[src/rtl/fifo_drain_ctrl_if.sv]
// Downstream word stream of the FIFO drain controller: data/valid toward the
// consumer, ready back from it.
interface fifo_drain_ctrl_if #(
  parameter int WIDTH = 9
);
  logic [WIDTH-1:0] out_data;
  logic             out_valid;
  logic             out_ready;

  modport master (
    output out_data,
    output out_valid,
    input  out_ready
  );

  modport slave (
    input  out_data,
    input  out_valid,
    output out_ready
  );
endinterface

[src/rtl/fifo_drain_ctrl.sv]
// Read-side controller for the 8x9 FIFO: tracks occupancy from the writer's
// strobe, issues rden, presents each word on valid/ready, and sequences flushes.
module fifo_drain_ctrl #(
  parameter int DEPTH = 8,
  parameter int WIDTH = 9,
  parameter int CNT_W = 4
) (
  input  logic                 clk,
  input  logic                 rst,
  input  logic                 flush,
  input  logic                 wr_strobe,
  input  logic [WIDTH-1:0]     fifo_dout,
  output logic                 rden,
  output logic                 rd_ptr_clr,
  output logic                 wr_ptr_clr,
  fifo_drain_ctrl_if.master    down,
  output logic [CNT_W-1:0]     count,
  output logic                 empty,
  output logic                 full,
  output logic                 overflow
);

  if ($clog2(DEPTH + 1) > CNT_W) begin : g_cnt_w_check
    $error("CNT_W too narrow to hold 0..DEPTH");
  end

  localparam logic [CNT_W-1:0] DEPTH_C = CNT_W'(DEPTH);
  localparam logic [CNT_W-1:0] ONE_C   = CNT_W'(1);

  typedef enum logic [1:0] {
    IDLE,
    READ,
    CAPTURE,
    HOLD
  } state_t;

  state_t           state;
  state_t           state_nxt;
  logic             out_valid_q;
  logic [WIDTH-1:0] out_data_q;
  logic             handshake;
  logic             wr_accept;
  logic             wr_overflow;
  logic [CNT_W-1:0] count_nxt;

  assign down.out_valid = out_valid_q;
  assign down.out_data  = out_data_q;

  always_comb begin
    // NOTE: every always_comb target gets a default first, so no path can leave
    // it unassigned and infer a latch.
    handshake   = out_valid_q && down.out_ready;
    // A write at full is still taken when a read frees a slot the same cycle.
    wr_accept   = wr_strobe && (!full || rden);
    wr_overflow = wr_strobe && full && !rden;
    count_nxt   = count;
    if (flush) begin
      count_nxt = '0;
    end else if (wr_accept && !rden) begin
      count_nxt = count + ONE_C;
    end else if (!wr_accept && rden) begin
      count_nxt = count - ONE_C;
    end
  end

  always_comb begin
    state_nxt = state;
    unique case (state)
      IDLE:    if (count != '0) state_nxt = READ;
      READ:    state_nxt = CAPTURE;
      CAPTURE: state_nxt = HOLD;
      // count already excludes the held word: it was taken off at its rden.
      HOLD:    if (handshake) state_nxt = (count != '0) ? READ : IDLE;
      default: state_nxt = IDLE;
    endcase
    if (flush) state_nxt = IDLE;
  end

  // NOTE: sequential state uses non-blocking assignments so every register
  // samples the pre-edge values regardless of statement order.
  always_ff @(posedge clk or posedge rst) begin
    if (rst) state <= IDLE;
    else     state <= state_nxt;
  end

  // Outputs are decoded from the next state so they are registered yet line up
  // with the state they belong to.
  always_ff @(posedge clk or posedge rst) begin
    if (rst) begin
      rden        <= 1'b0;
      rd_ptr_clr  <= 1'b0;
      wr_ptr_clr  <= 1'b0;
      out_valid_q <= 1'b0;
      out_data_q  <= '0;
      count       <= '0;
      empty       <= 1'b1;
      full        <= 1'b0;
      overflow    <= 1'b0;
    end else begin
      rden        <= (state_nxt == READ);
      rd_ptr_clr  <= flush;
      wr_ptr_clr  <= flush;
      out_valid_q <= (state_nxt == HOLD);
      if (state == CAPTURE && !flush) out_data_q <= fifo_dout;
      count       <= count_nxt;
      empty       <= (count_nxt == '0);
      full        <= (count_nxt == DEPTH_C);
      if (flush)            overflow <= 1'b0;
      else if (wr_overflow) overflow <= 1'b1;
    end
  end

  a_no_read_when_empty : assert property (
    @(posedge clk) disable iff (rst) rden |-> (count != '0));

  a_hold_stable : assert property (
    @(posedge clk) disable iff (rst)
    (out_valid_q && !down.out_ready && !flush) |=> (out_valid_q && $stable(out_data_q)));

  a_flags_exclusive : assert property (
    @(posedge clk) disable iff (rst) !(empty && full));

endmodule

[src/flat_wrapper.sv]
// flat-port wrapper written by rule: the top's interface ports become plain ports
module fifo_drain_ctrl_flat 
#(
  parameter int DEPTH = 8,
  parameter int WIDTH = 9,
  parameter int CNT_W = 4
)
  (clk, rst, flush, wr_strobe, fifo_dout, rden, rd_ptr_clr, wr_ptr_clr, count, empty, full, overflow, down_out_data, down_out_valid, down_out_ready);
  fifo_drain_ctrl_if #(.WIDTH(WIDTH)) down_i ();
  input  logic clk;
  input  logic rst;
  input  logic flush;
  input  logic wr_strobe;
  input  logic [WIDTH-1:0] fifo_dout;
  output logic rden;
  output logic rd_ptr_clr;
  output logic wr_ptr_clr;
  output logic [CNT_W-1:0] count;
  output logic empty;
  output logic full;
  output logic overflow;
  output wire logic [$bits(down_i.out_data)-1:0] down_out_data;
  output wire logic [$bits(down_i.out_valid)-1:0] down_out_valid;
  input wire logic [$bits(down_i.out_ready)-1:0] down_out_ready;
  assign down_out_data = down_i.out_data;
  assign down_out_valid = down_i.out_valid;
  assign down_i.out_ready = down_out_ready;
  fifo_drain_ctrl #(.DEPTH(DEPTH), .WIDTH(WIDTH), .CNT_W(CNT_W)) u_core (.clk(clk), .rst(rst), .flush(flush), .wr_strobe(wr_strobe), .fifo_dout(fifo_dout), .rden(rden), .rd_ptr_clr(rd_ptr_clr), .wr_ptr_clr(wr_ptr_clr), .down(down_i), .count(count), .empty(empty), .full(full), .overflow(overflow));
endmodule
[config.mk]
export PLATFORM = sky130hd
export DESIGN_NAME = fifo_drain_ctrl_flat
export DESIGN_NICKNAME = d
export VERILOG_FILES = /design/src/rtl/fifo_drain_ctrl_if.sv /design/src/rtl/fifo_drain_ctrl.sv /design/src/flat_wrapper.sv
export SDC_FILE = /design/constraint.sdc
export NUM_CORES = 1
export LEC_CHECK = 0
export ABC_AREA = 1
export BUFFER_PORTS_ARGS = -buffer_cell sky130_fd_sc_hd__buf_2
export CAP_MARGIN = 20
export CORE_ASPECT_RATIO = 1.75
export CORE_UTILIZATION = 38
export DETAILED_ROUTE_END_ITERATION = 8
export GPL_TIMING_DRIVEN = 0
export SETUP_SLACK_MARGIN = 0.3
export SYNTH_ARGS = -nofsm -noshare
export SYNTH_HDL_FRONTEND = slang
export SYNTH_SLANG_ARGS = --single-unit
[constraint.sdc]
create_clock -name clk -period 1.53 [get_ports clk]
set_input_delay 0 -clock clk [delete_from_list [all_inputs] [get_ports clk]]
set_output_delay 0 -clock clk [all_outputs]
set_load 0.01 [all_outputs]
# Word-level counts from Yosys, hierarchy flattened
# Cells that the tools add are included.
# totals
reg_bits	21
latch_bits	0
ram_bits	0
mem_bits_ro	0
in_bits	14
word_cells	43
n_memories	0
# classes
add_sub_neg	2
mul	0
n_div	0
order_cmp	0
eq_ne	6
n_shift	0
mux	10
bitwise	0
reduce_logical	16
# ops
cell	count
two-way mux 4 bit	3
case mux 2 bit (4 select lines)	1
logical AND 1 bit	7
equality test 2 bit, second input constant	3
two-way mux 2 bit	3
adder 4 x 1 -> 4 bit, second input constant	1
equality test 2 x 1 -> 1 bit, second input constant	2
equality test 4 bit, second input constant	1
zero test 1 bit	4
zero test 4 bit	1
nonzero test 4 bit	1
subtractor 4 x 1 -> 4 bit, second input constant	1
two-way mux 1 bit	3
zero test 2 bit	1
nonzero test 2 bit	1
logical OR 1 bit	1

# Logic depth before layout (Yosys ltp)
# logic_depth
word_depth	9
ltp_mapped	9

# Worst setup path after synthesis
# OpenSTA, ideal clock, no wires.
# synth_path
path_kind	flip-flop to flip-flop
start	reg u_core.count[0]
end	reg u_core.empty
setup_ps	67
t_arrival_ps	1304
required_ps	1463
slack_ps	159
stages_incl_launch_ff	9
path_buffers	0
path_cell_list	dfrtp_1 -> inv_1 -> ha_1 -> nand3_1 -> a21oi_2 -> nor2_1 -> nor2_1 -> nand2_1 -> nor2_1
# synth_between
elab_chain_len	5
elab_cells_between_ends	6
# synth_lines
item	line	rtl
from (decl)	fifo_drain_ctrl.sv:17	output logic [CNT_W-1:0] count,
from (signal assigned)	fifo_drain_ctrl.sv:105	count <= count_nxt;
subtractor 4 x 1 -> 4 bit	fifo_drain_ctrl.sv:62	count_nxt = count - ONE_C;
two-way mux 4 bit	fifo_drain_ctrl.sv:61	end else if (!wr_accept && rden) begin
two-way mux 4 bit (*)	fifo_drain_ctrl.sv:59	end else if (wr_accept && !rden) begin
two-way mux 4 bit (*)	fifo_drain_ctrl.sv:57	if (flush) begin
named net u_core.count_nxt[1]	fifo_drain_ctrl.sv:44	logic [CNT_W-1:0] count_nxt;
zero test 4 bit (*)	fifo_drain_ctrl.sv:106	empty <= (count_nxt == '0);
to (signal assigned)	fifo_drain_ctrl.sv:106	
to (decl)	fifo_drain_ctrl.sv:18	output logic empty,
# The timed path passes the listed nets; every way through them passes the cells marked *.
# A chain may end at the register's enable or synchronous reset.

# Worst setup path in the final report
# layout_path
start	reg u_core.count[1]
end	reg u_core.empty
# Same word-level chain as after synthesis.

==> results.sh <==
export IMPL_status="complete, no violations"
export IMPL_switchingPower_uw=813
export IMPL_p_sw_frac=0.350
export IMPL_path_clk_slew_ns=0.07
export IMPL_yosysTopAreaCellShare=0.511
export IMPL_synth_edff_count=0
export IMPL_power_frac_comb=0.467
export IMPL_start_kind="flip-flop"
export IMPL_numCtsBuffers=3
export IMPL_pwr_share_seq=0.383
export IMPL_clkPwrFrac=0.150
export IMPL_grt_pass1_wl_um=3170
export IMPL_p_per_area_nw_per_um2=1570
export IMPL_via_count=864
export IMPL_report_final_slew_viol_count=0
export IMPL_n_antenna_cell=0
export IMPL_ir_drop_mv=0.853
export IMPL_syn_to_final_growth_pct=51.5
export IMPL_row_count=24
export IMPL_synth_compound_area_frac=0.0255
export IMPL_htreeDepth=1
export IMPL_period_needed_ns=1.30
export IMPL_synth_ff_type="dfrtp_1"
export IMPL_crit_chain="inv_4 -> ha_4 -> nand3_2 -> a21oi_2 -> nor2_2 -> nor2_1 -> nand2_2 -> nor2_2"
export IMPL_clockRootBuffer="clkbuf_8"
export IMPL_ys_seq_elements=21
export IMPL_gr_total_overflow=0
export IMPL_critical_path_required_ns=1.73
export IMPL_fp_coreArea_sq_um=2460
export IMPL_syn_inst=97
export IMPL_synthArstFlopShare=1.00
export IMPL_first_global_vias=834
export IMPL_ys_seq_area_frac=0.538
export IMPL_drtIter0Drc=16
export IMPL_worst_r2r_setup_slack_ns=0.23
export IMPL_synth_nets=114
export IMPL_cts_tree="yes"
export IMPL_grt_max_degree=22
export IMPL_postSynthAreaPerCell_sq_um=10.1
export IMPL_clock_path_buffers=2
export IMPL_p_int_mw=1.51
export IMPL_r2r_end="u_core.empty"
export IMPL_ant_nets=0
export IMPL_tightest_slew_ns=0.764
export IMPL_p_leak_nw=0.800
export IMPL_die_h_um=69.2
export IMPL_synth_top_family_by_area="simple AND/OR/NAND/NOR gates"
export IMPL_critical_path_max_stage_delay_ns=0.40
export IMPL_finalNonFillerCells=182
export IMPL_slowest_stage="dfrtp_2"
export IMPL_r2r_cells=8
export IMPL_drc_errors=0
export IMPL_path_max_fanout=3
export IMPL_fin_skew_ns=0.00401
export IMPL_relSlewSlack=0.490
export IMPL_critPathKind="flip-flop to flip-flop"
export IMPL_gp_congestion=0.778
export IMPL_syn_area_sq_um=980
export IMPL_via_per_inst=4.75
export IMPL_synthSimpleGateAreaFrac=0.234
export IMPL_place_hpwl_um=1450
export IMPL_grt_usage=0.159
export IMPL_ys_top_cells_by_area="dfrtp_1 (51%), mux2_2 (10%), nand2_1 (6.1%)"
export IMPL_total_power_mw=2.32
export IMPL_rsz0062_at_grt="yes"
export IMPL_layout_nets=174
export IMPL_hold_end="u_core.overflow"
export IMPL_dr_pass1_iters=4
export IMPL_endpoint_kind="flip-flop"
export IMPL_cap_violations=0
export IMPL_synth_xor_area_frac=0
export IMPL_setup_viol=0
export IMPL_dieArea_sq_um=2790
export IMPL_synthAdderAreaFrac=0.0383
export IMPL_max_freq_mhz=770
export IMPL_yosys_warnings=0
export IMPL_hp_class="input pin to flip-flop"
export IMPL_final_setup_tns_ns=0
export IMPL_synthMuxAreaShare=0.103
export IMPL_r2r_start="u_core.count[1]"
export IMPL_min_period_over_period=0.849
export IMPL_whs_path_depth=3
export IMPL_drt_wirelength_per_cell_um=11.0
export IMPL_hold_start="wr_strobe"
export IMPL_routed_wl_um=2000
export IMPL_io_pins=34
export IMPL_insertion_delay_ns=0.26
export IMPL_crit_top_cell="nor2_2"
export IMPL_fin_hold_ws_ns=0.0926
export IMPL_synth_cell_type_count=21
export IMPL_start_util=0.398
export IMPL_yosysTopAreaCell="dfrtp_1"
export IMPL_antenna_found_initial=0
export IMPL_cts_sinks=21
export IMPL_place_inst=156
export IMPL_worstPathArrival_ns=1.50
export IMPL_drive_gt1_frac=0.526
export IMPL_hold_viol=0
export IMPL_portBuffers=33
export IMPL_fp_dieW_um=40.4
-- layer usage --
layer | vias to the layer above | global-route usage | wire length [um] | share of wire
li1 | 428 | - | - | -
met1 | 408 | 0.157 | 757 | 0.38
met2 | 26 | 0.298 | 1150 | 0.57
met3 | 2 | 0.0192 | 74 | 0.037
met4 | 0 | 0.0556 | 25 | 0.012
met5 | - | 0 | 0 | 0
-- timing repair --
item / CTS / global route
hold buffers: 12 / 0
setup endpoints to repair: 3 / 8
resized for setup: 3 / 10
hold endpoints to repair: 33 / 0
setup buffers: 8 / 2
pin swaps: 1 / 3
-- cell usage after synthesis, types with 2 or more instances --
| cell type | instances |
|---|---|
| nand4_1 | 2 |
| nand2_1 | 16 |
| ha_1 | 3 |
| nor2_1 | 11 |
| inv_2 | 2 |
| mux2_2 | 9 |
| nand3_1 | 8 |
| dfrtp_1 | 20 |
| nand2_2 | 2 |
| inv_1 | 12 |
| nor3_1 | 2 |
-- critical path: cells and delay by family, from the launching register on --
family / cells / cell delay [ns]
buf+inv: 1 / 0.05
flops: 1 / 0.40
fa+ha+maj: 1 / 0.26
simple gates: 5 / 0.39
compound gates: 1 / 0.13
-- cells in the final DEF (no fill, tap or decap) --
cell,n
dlygate4sd3_1,12
dfstp_2,1
nand2_2,4
nand3_1,6
nor3_2,1
nand2_1,14
dfrtp_1,18
buf_4,9
nand2_4,1
a21oi_2,1
inv_4,1
o21ai_2,1
ha_1,2
clkinv_2,1
dfrtp_2,2
nor2_1,8
nand4_1,2
nor2_4,1
buf_2,33
ha_4,1
nand3b_4,1
nor3_1,1
a21oi_1,1
a31oi_1,1
nor2_2,3
buf_12,1
inv_2,4
mux2_2,9
inv_1,9
buf_6,1
nand3_2,3
clkbuf_8,3
-- per-stage QoR --
| stage | worst slack [ns] | area [sq um] | util |
|---|---|---|---|
| global placement | 0.147 | 1200 | 0.486 |
| CTS | 0.227 | 1430 | 0.580 |
| finish | 0.231 | 1480 | 0.603 |
| detailed placement | 0.151 | 1200 | 0.486 |
| floorplan | 0.243 | 998 | - |
| global route | 0.134 | 1480 | 0.603 |
-- power by group through the flow --
stage          Sequential (mW)  Clock, mW  Combinational, mW
2_1_floorplan            0.991          0              0.463
3_3_place_gp             0.897          0              0.825
3_5_place_dp             0.907          0              0.843
4_1_cts                  0.891      0.373              0.974
5_1_grt                  0.915      0.385               1.19
6_report                 0.889      0.350               1.09
-- area by class of cell --
cell class	count	area, sq um
repair buffers	55	377
fillers	218	978
inverters	14	55.1
clock buffers	3	41.3
clock inverters	1	5.00
flip-flops and latches	21	529
multi-input cells	61	437
plain buffers	1	7.51
well taps	26	32.5
-- cell families (layout without fill, tap and decap cells) --
| logic type | count (synthesis) | count (layout) |
|---|---|---|
| AOI/OAI and AO/OA | 4 | 4 |
| adders and majority gates | 3 | 3 |
| buffers and inverters | 15 | 74 |
| DFF | 21 | 21 |
| muxes | 9 | 9 |
| and+or+nand+nor | 45 | 45 |
-- worst max path at each step --
stage	startpoint	end	slack, ns	cells after the start
2_1_floorplan	u_core.count[0]	u_core.empty	0.24	8
3_3_place_gp	u_core.count[0]	u_core.full	0.15	9
3_5_place_dp	u_core.count[0]	u_core.full	0.15	9
4_1_cts	u_core.count[1]	u_core.empty	0.23	9
5_1_grt	u_core.count[1]	u_core.empty	0.13	9
6_report	u_core.count[1]	u_core.empty	0.23	8
-- flip-flops by register name, summed over array words and instances, names as in the netlist --
| name | count |
|---|---|
| u_core.down.out_data | 9 |
| u_core.count | 4 |
| u_core.state | 2 |
| u_core.down.out_valid | 1 |
| u_core.empty | 1 |
| u_core.full | 1 |
| u_core.overflow | 1 |
| u_core.rd_ptr_clr | 1 |
| u_core.rden | 1 |
Note: power is estimated with default switching activity, not from simulation.
